[src/rtl/tick_gen_pkg.sv]
// ----------------------------------------------------------------------------
// tick_gen_pkg
// Shared constants for the tick/random generator:
//   - default counter and LFSR widths
//   - default LFSR feedback taps (out[7] ^ out[3] for the 8-bit source)
//   - default per-channel reset periods (ch0 in the LSBs)
//   - max_len_taps(): standard XNOR feedback tap masks for widths 4..32,
//     for instances that want a maximal-length sequence
// No ports (package).
// ----------------------------------------------------------------------------
package tick_gen_pkg;

  localparam int          CNT_W_DEF   = 24;
  localparam int          LFSR_W_DEF  = 8;
  localparam logic [7:0]  TAPS_DEF    = 8'h88;

  localparam logic [23:0] PER0_RST    = 24'd1000000;
  localparam logic [23:0] PER1_RST    = 24'd12500000;
  localparam logic [47:0] PER_RST_DEF = {PER1_RST, PER0_RST};

  // Bit i set means out[i] feeds the XNOR. Widths outside 4..32 fall back to
  // the two top bits, which is valid but not maximal length.
  function automatic logic [31:0] max_len_taps(input int w);
    logic [31:0] taps;
    case (w)
      4:       taps = 32'h0000000C;
      5:       taps = 32'h00000014;
      6:       taps = 32'h00000030;
      7:       taps = 32'h00000060;
      8:       taps = 32'h000000B8;
      9:       taps = 32'h00000110;
      10:      taps = 32'h00000240;
      11:      taps = 32'h00000500;
      12:      taps = 32'h00000829;
      13:      taps = 32'h0000100D;
      14:      taps = 32'h00002015;
      15:      taps = 32'h00006000;
      16:      taps = 32'h0000D008;
      17:      taps = 32'h00012000;
      18:      taps = 32'h00020400;
      19:      taps = 32'h00040023;
      20:      taps = 32'h00090000;
      21:      taps = 32'h00140000;
      22:      taps = 32'h00300000;
      23:      taps = 32'h00420000;
      24:      taps = 32'h00E10000;
      25:      taps = 32'h01200000;
      26:      taps = 32'h02000023;
      27:      taps = 32'h04000013;
      28:      taps = 32'h09000000;
      29:      taps = 32'h14000000;
      30:      taps = 32'h20000029;
      31:      taps = 32'h48000000;
      32:      taps = 32'h80200003;
      default: taps = 32'h00000003 << ((w > 2 ? w : 2) - 2);
    endcase
    return taps;
  endfunction

endpackage

[src/rtl/lfsr_core.sv]
// ----------------------------------------------------------------------------
// lfsr_core
// XNOR Fibonacci LFSR with synchronous load and lockup recovery.
//   i_clk    : clock
//   i_rst_n  : asynchronous reset, active low (state -> 0)
//   i_adv    : advance one step this cycle
//   i_ld     : load i_ld_val this cycle (wins over i_adv)
//   i_ld_val : load value; all-ones is replaced by 0
//   o_q      : current LFSR state
// ----------------------------------------------------------------------------
module lfsr_core #(
  parameter int           W    = 8,
  parameter logic [W-1:0] TAPS = W'(8'h88)
) (
  input  logic         i_clk,
  input  logic         i_rst_n,
  input  logic         i_adv,
  input  logic         i_ld,
  input  logic [W-1:0] i_ld_val,
  output logic [W-1:0] o_q
);

  logic [W-1:0] r_q;
  logic [W-1:0] w_step;

  // All-ones is the XNOR lockup state; stepping out of it goes to zero so the
  // register can never stay stuck there.
  assign w_step = (&r_q) ? '0 : {r_q[W-2:0], ~^(r_q & TAPS)};

  always_ff @(posedge i_clk or negedge i_rst_n) begin
    if (!i_rst_n) begin
      r_q <= '0;
    end else if (i_ld) begin
      r_q <= (&i_ld_val) ? '0 : i_ld_val;
    end else if (i_adv) begin
      r_q <= w_step;
    end
  end

  assign o_q = r_q;

endmodule

[src/rtl/tick_rand_gen.sv]
// ----------------------------------------------------------------------------
// tick_rand_gen
// NCH independent programmable clock-enable tick channels plus an LFSR that
// steps on every tick of channel RAND_CH.
// Optional feature macro: TICK_SEED_EN (adds seed_ld / seed load ports).
//   internal_clk : system clock
//   reset_n      : asynchronous reset, active low
//   enable       : global run; 0 freezes counters and LFSR, forces tick/rand_vld 0
//   per_wr       : one-cycle strobe, load per_data into channel per_sel
//   per_sel      : channel select for per_wr (out-of-range values ignored)
//   per_data     : new period in cycles, 0 disables the channel
//   seed_ld      : (TICK_SEED_EN) load seed into LFSR, works with enable=0
//   seed         : (TICK_SEED_EN) seed value, all-ones loads 0
//   tick         : registered one-cycle tick per channel
//   rand_num     : current LFSR state
//   rand_vld     : pulses in the cycle rand_num shows a new value
// ----------------------------------------------------------------------------
module tick_rand_gen
  import tick_gen_pkg::*;
#(
  parameter int                   NCH     = 2,
  parameter int                   CNT_W   = CNT_W_DEF,
  parameter int                   LFSR_W  = LFSR_W_DEF,
  parameter logic [LFSR_W-1:0]    TAPS    = TAPS_DEF,
  parameter int                   RAND_CH = 1,
  parameter logic [NCH*CNT_W-1:0] PER_RST = PER_RST_DEF,
  localparam int                  SEL_W   = (NCH > 1) ? $clog2(NCH) : 1
) (
  input  logic              internal_clk,
  input  logic              reset_n,
  input  logic              enable,
  input  logic              per_wr,
  input  logic [SEL_W-1:0]  per_sel,
  input  logic [CNT_W-1:0]  per_data,
`ifdef TICK_SEED_EN
  input  logic              seed_ld,
  input  logic [LFSR_W-1:0] seed,
`endif
  output logic [NCH-1:0]    tick,
  output logic [LFSR_W-1:0] rand_num,
  output logic              rand_vld
);

  logic [NCH-1:0]    w_term;
  logic              w_ld;
  logic [LFSR_W-1:0] w_seed;
  logic              r_vld;

  for (genvar c = 0; c < NCH; c++) begin : g_ch
    logic [CNT_W-1:0] r_cnt;
    logic [CNT_W-1:0] r_per;
    logic             r_tick;
    logic             w_sel;
    logic             w_run;
    logic             w_shrink;

    assign w_sel     = per_wr && (int'(per_sel) == c);
    assign w_run     = enable && (r_per != '0);
    assign w_term[c] = w_run && (r_cnt == r_per);
    // A new period at or below the current count would otherwise make the
    // counter run all the way round 2^CNT_W before matching again.
    assign w_shrink  = w_sel && (per_data <= r_cnt);

    // The terminal compare uses the old period, so a write landing on it still
    // ticks and the new period takes effect from the restarted count.
    always_ff @(posedge internal_clk or negedge reset_n) begin
      if (!reset_n) begin
        r_cnt  <= CNT_W'(1);
        r_per  <= PER_RST[c*CNT_W +: CNT_W];
        r_tick <= 1'b0;
      end else begin
        r_tick <= w_term[c];
        if (w_sel) begin
          r_per <= per_data;
        end
        if (w_term[c] || w_shrink || (r_per == '0)) begin
          r_cnt <= CNT_W'(1);
        end else if (w_run) begin
          r_cnt <= r_cnt + CNT_W'(1);
        end
      end
    end

    assign tick[c] = r_tick;
  end

`ifdef TICK_SEED_EN
  assign w_ld   = seed_ld;
  assign w_seed = seed;
`else
  assign w_ld   = 1'b0;
  assign w_seed = '0;
`endif

  // The LFSR steps on the same edge that registers tick[RAND_CH], so the new
  // value and rand_vld appear together with that tick.
  lfsr_core #(
    .W    (LFSR_W),
    .TAPS (TAPS)
  ) u_lfsr (
    .i_clk    (internal_clk),
    .i_rst_n  (reset_n),
    .i_adv    (w_term[RAND_CH]),
    .i_ld     (w_ld),
    .i_ld_val (w_seed),
    .o_q      (rand_num)
  );

  always_ff @(posedge internal_clk or negedge reset_n) begin
    if (!reset_n) begin
      r_vld <= 1'b0;
    end else begin
      r_vld <= w_term[RAND_CH] || w_ld;
    end
  end

  assign rand_vld = r_vld;

endmodule
[config.mk]
export PLATFORM = sky130hd
export DESIGN_NAME = tick_rand_gen
export DESIGN_NICKNAME = d
export VERILOG_FILES = /design/src/rtl/tick_gen_pkg.sv /design/src/rtl/lfsr_core.sv /design/src/rtl/tick_rand_gen.sv
export SDC_FILE = /design/constraint.sdc
export NUM_CORES = 1
export LEC_CHECK = 0
export BUFFER_PORTS_ARGS = -buffer_cell sky130_fd_sc_hd__buf_2
export CAP_MARGIN = 5
export CORE_ASPECT_RATIO = 0.5
export CORE_MARGIN = 2
export CORE_UTILIZATION = 49
export CTS_CLUSTER_DIAMETER = 50
export DETAILED_ROUTE_END_ITERATION = 16
export GPL_ROUTABILITY_DRIVEN = 0
export GPL_TIMING_DRIVEN = 0
export PLACE_DENSITY_LB_ADDON = 0.12
export SLEW_MARGIN = 20
export SYNTH_ARGS = -nofsm -noshare
export SYNTH_HDL_FRONTEND = slang
export SYNTH_SLANG_ARGS = --single-unit
[constraint.sdc]
create_clock -name internal_clk -period 4.5 [get_ports internal_clk]
set_input_delay 0.225 -clock internal_clk [delete_from_list [all_inputs] [get_ports internal_clk]]
set_output_delay 0.225 -clock internal_clk [all_outputs]
set_load 0.01 [all_outputs]
==> Word level (Yosys, flattened, before mapping) <==
Cells that the tools add are included.
{ "op_classes": {"add_sub_neg": 2, "order_cmp": 2, "n_eq_ne": 2, "n_mux": 5, "bitwise_logic": 1, "n_reduce_logical": 20} }
{ "op_table": {"columns": ["op", "n"], "rows": [
  ["two-way mux 24 bit", 4],
  ["adder 24 x 1 -> 24 bit (second input constant)", 2],
  ["equality test 24 bit", 2],
  ["less-or-equal comparator 24 bit", 2],
  ["logical NOT 24 bit", 2],
  ["nonzero test 24 bit", 2],
  ["logical AND 1 bit", 8],
  ["two-way mux 8 bit", 1],
  ["AND reduction 8 bit", 1],
  ["XNOR reduction 8 bit", 1],
  ["logical OR 1 bit", 4],
  ["nonzero test 2 bit", 2],
  ["inverter 1 bit", 1]
]} }
{ "word_totals": {"ff_bits": 106, "inputBits": 29} }

==> Depth between registers and ports, before layout <==
{ "logic_depth": {"word_depth": 6, "mapped_depth": 9, "mapped_depth_nobuf": 8} }

==> By module <==
A second synthesis with hierarchy kept.
{ "hier_totals": {"cells_unflattened": 641, "hier_area_um2": 6592.6} }
{ "modules_own_cells": {"columns": ["module", "n_inst", "cells_per_inst", "area_each_um2", "seq_area_each_um2"], "rows": [
  ["tick_rand_gen", 1, 607, 6179.7, 2478.6],
  ["lfsr_core", 1, 34, 412.9, 200.2]
]} }

==> Worst setup path after synthesis <==
Ideal clock, no wire load.
{ "synth_path": {"path_type": "register to register", "startpoint": "reg g_ch[0].r_cnt[21]", "endpoint": "reg g_ch[0].r_cnt[0]", "setup_ns": 0.094, "arrival_ns": 2.108, "slack_ns": 2.298, "path_stages_with_launch": 9, "path_buffers": 0, "period_less_slack_ns": 2.202, "cell_sequence": "dfrtp_1 -> inv_1 -> ha_1 -> nand4_1 -> or2_1 -> nor3_1 -> mux2i_1 -> a21oi_1 -> or4_1"} }
{ "synth_via": {"elab_chain_cells": 5} }
{ "synth_rtl": {"columns": ["item", "line_no", "source"], "rows": [
  ["start: declaration", "tick_rand_gen.sv:50", "logic [CNT_W-1:0] r_cnt;"],
  ["start signal: assignment", "tick_rand_gen.sv:79", "r_cnt <= r_cnt + CNT_W'(1);"],
  ["less-or-equal comparator 24 bit or equality test 24 bit (tied branches)", "tick_rand_gen.sv:62, tick_rand_gen.sv:59", null],
  ["logical AND 1 bit (on tied branches)", "tick_rand_gen.sv:62, tick_rand_gen.sv:59", null],
  ["logical OR 1 bit (*) (2 in a row)", "tick_rand_gen.sv:76", "if (w_term[c] || w_shrink || (r_per == '0)) begin"],
  ["two-way mux 24 bit or nonzero test 2 bit (tied branches)", null, null]
]} }
Mark *: on every way between the ends. The rest lies on a longest branch, timed or not.
A chain may end at the register's enable or synchronous reset.

==> Final worst setup path <==
{ "layout_path": {"startpoint": "reg g_ch[0].r_cnt[18]", "endpoint": "reg g_ch[0].r_cnt[5]"} }
The elaborated chain is that of the path after synthesis.

==> impl_metrics.tcl <==
set metrics [dict create \
    cp.arrival_ps 3060 \
    max_freq_ghz 0.352 \
    busiest_layer "met2" \
    min_path_type "input port to flop" \
    yosysMostFrequentCell "dfrtp_1" \
    rsz0062_at_grt "false" \
    worstHoldEndpoint "g_ch[0].r_per[0]" \
    grt_pass1_vias 4960 \
    yosys-top-cells-area "dfrtp_1, ha_1, xnor2_1" \
    routed_wl_um 16400 \
    drive_above_1_share 0.228 \
    grt_max_degree 62 \
    die_w_um 169 \
    io_pins 40 \
    sw_frac_of_total 0.290 \
    seqPwrFrac 0.451 \
    synth-seq-area-share 0.403 \
    post-dp-hpwl_um 12700 \
    cp-start-kind "flop" \
    place_area_sq_um 7100 \
    core_area_sq_um 13400 \
    cts_sinks 106 \
    grt_pass1_wl_um 26700 \
    synth-warning-count 0 \
    p_leak_nw 3.05 \
    dieArea_sq_um 14600 \
    synth-seq-cells 106 \
    worst_path_largest_cell_delay_ps 500 \
    place_ws_ps 1690 \
    internal_power_mw 1.94 \
    p_total_mw 2.73 \
    r2r-start "g_ch[0].r_cnt[18]" \
    start_util 0.497 \
    slew_headroom 0.574 \
    hold_viol_final 0 \
    area_delta_synth_final_pct 12.4 \
    cts_tree "built" \
    overflow 0 \
    endpoint_kind "flop" \
    finalMaxSlewViolations 0 \
    nets 776 \
    reg2reg_to "g_ch[0].r_cnt[5]" \
    cts-root-buf "clkbuf_16" \
    syn-instance-count 645 \
    synth_enable_flop_cells 0 \
    tightest_slew_ps 633 \
    finalClockSkew_ps 7.02 \
    drc 0 \
    power_density_nw_per_um2 365 \
    firstDrtPassIters 4 \
    synth_common_cells "dfrtp_1, xnor2_1, inv_1" \
    min_period_over_period 0.631 \
    status "complete, no violations" \
    pwr-share-clk 0.354 \
    met3_usage 0.0402 \
    path_cells "inv_1, ha_1, a211oi_1, a211oi_1, nor3_1, mux2i_1, a21oi_1, buf_2, nor4_1" \
    cts_max_level 3 \
    hp-start "per_data[0]" \
    cts_buffer_depth 2 \
    fp.dieH_um 86.4 \
    timing.final.setup_violations 0 \
    path_max_fanout 10 \
    yosys.cell_types.count 51 \
    ir_drop_v 0.000217 \
    num_vias 5001 \
    use_met2 0.377 \
    switchingPower_mw 0.792 \
    worstRegToRegCells 9 \
    yosys.area.top_type "dfrtp_1" \
    path_common_cell "a211oi_1" \
    fin_setup_tns_ps 0 \
    clkLatencyLatePin_ps 350 \
    synth.top_cell.area_share 0.320 \
    post-route-cell-area_sq_um 7480 \
    syn-mean-instance-area_sq_um 10.3 \
    drt.antenna.violating_nets 0 \
    combPwrFrac 0.195 \
    crit_required_ps 4720 \
    synth_flop_cell "dfrtp_1" \
    synth_nets 724 \
    gr-usage-all-layers 0.239 \
    syn-cell-area_sq_um 6660 \
    layout_setup_ws_ps 1660 \
    slowest_stage "a21oi_1" \
    criticalPathCategory "flop to flop" \
    port_buffers 39 \
    drv_cap 0 \
    drtIter0Drc 260 \
    fp-row-count 30 \
    via_per_inst 5.70 \
    r2r_setup_slack_ps 1660 \
    path_clk_slew_ps 70 \
    holdPathStages 2 \
    grt_util_met1 0.349 \
    n_antenna_cell 0 \
    antenna_found_initial 0 \
    wl_per_cell_um 18.7 \
    async_flop_share 1.00 \
    fin_crit_ps 2840 \
    cts_inserted_buffers 9 \
]
logic make-up after synthesis:
| logic type | share of synthesized area |
|---|---|
| simple gates | 0.192 |
| flops | 0.403 |
| buf+inv | 0.0478 |
| compound gates | 0.0523 |
| fa+ha+maj | 0.0940 |
| xor+xnor | 0.124 |
| mux | 0.0874 |
critical path, delay by kind of cell (launching register included):
| family | cells | cell delay (ps) |
|---|---|---|
| flops | 1 | 440 |
| buf+inv | 2 | 470 |
| mux | 1 | 120 |
| fa+ha+maj | 1 | 320 |
| simple gates | 2 | 410 |
| compound gates | 3 | 940 |
flip-flops by register name, summed over array words and instances (netlist names):
| register | flops |
|---|---|
| g_ch.r_cnt | 48 |
| g_ch.r_per | 48 |
| u_lfsr.o_q | 8 |
| g_ch.r_tick | 1 |
| rand_vld | 1 |
per-layer routing:
layer	part of all wire	wire length, um
met1	0.52	8460
met2	0.44	7250
met3	0.032	522
met4	0.011	184
met5	0	0
worst max path at each step:
| stage | from | end | slack (ps) |
|---|---|---|---|
| after floorplan | g_ch[0].r_cnt[21] | g_ch[0].r_cnt[0] | 2300 |
| after global placement | g_ch[0].r_cnt[18] | g_ch[0].r_cnt[4] | 1800 |
| after detailed placement | g_ch[0].r_cnt[18] | g_ch[0].r_cnt[6] | 1690 |
| after CTS | g_ch[0].r_cnt[18] | g_ch[0].r_cnt[6] | 1670 |
| after global routing | g_ch[0].r_cnt[18] | g_ch[0].r_cnt[22] | 1410 |
| final | g_ch[0].r_cnt[18] | g_ch[0].r_cnt[5] | 1660 |
stage by stage:
stage	utilization	std cells	hold WS (ps)
floorplan	-	645	-70.6
global placement	0.528	860	498
detailed placement	0.530	861	202
CTS	0.558	878	129
global route	0.558	878	135
finish	0.558	878	131
cells in the final DEF, fill, tap and decap left out, types with 20 or more instances in the layout:
cell	netlist	routed
nand4_1	27	27
buf_2	7	45
nor4_1	47	47
dfstp_2	21	21
nor3_1	35	35
xor2_1	25	25
xnor2_1	69	69
nand2_1	24	24
dfrtp_1	85	85
mux2_2	49	49
ha_1	50	50
inv_1	57	57
a21oi_1	20	20
repair_timing:
item / in CTS / in global routing
resized for setup: 0 / 0
setup buffers: 0 / 0
endpoints found under the hold margin: 39 / 0
hold buffers: 1 / 0
power by group through the flow:
stage | Clock, mW | Combinational (mW) | Sequential, mW
finish | 0.968 | 0.533 | 1.23
global route | 1.02 | 0.597 | 1.24
CTS | 0.984 | 0.539 | 1.23
detailed placement | 0 | 0.533 | 1.25
global placement | 0 | 0.514 | 1.24
floorplan | 0 | 0.391 | 1.20
final cells by class:
cell class / count / area (sq um)
Buffer: 22 / 100
Clock buffer: 10 / 229
Clock inverter: 6 / 136
Fill cell: 1194 / 5920
Inverter: 58 / 218
Multi-Input combinational cell: 459 / 3660
Sequential cell: 106 / 2680
Tap cell: 176 / 220
Timing Repair Buffer: 41 / 239
No activity file was read; power rests on OpenSTA's default activity.
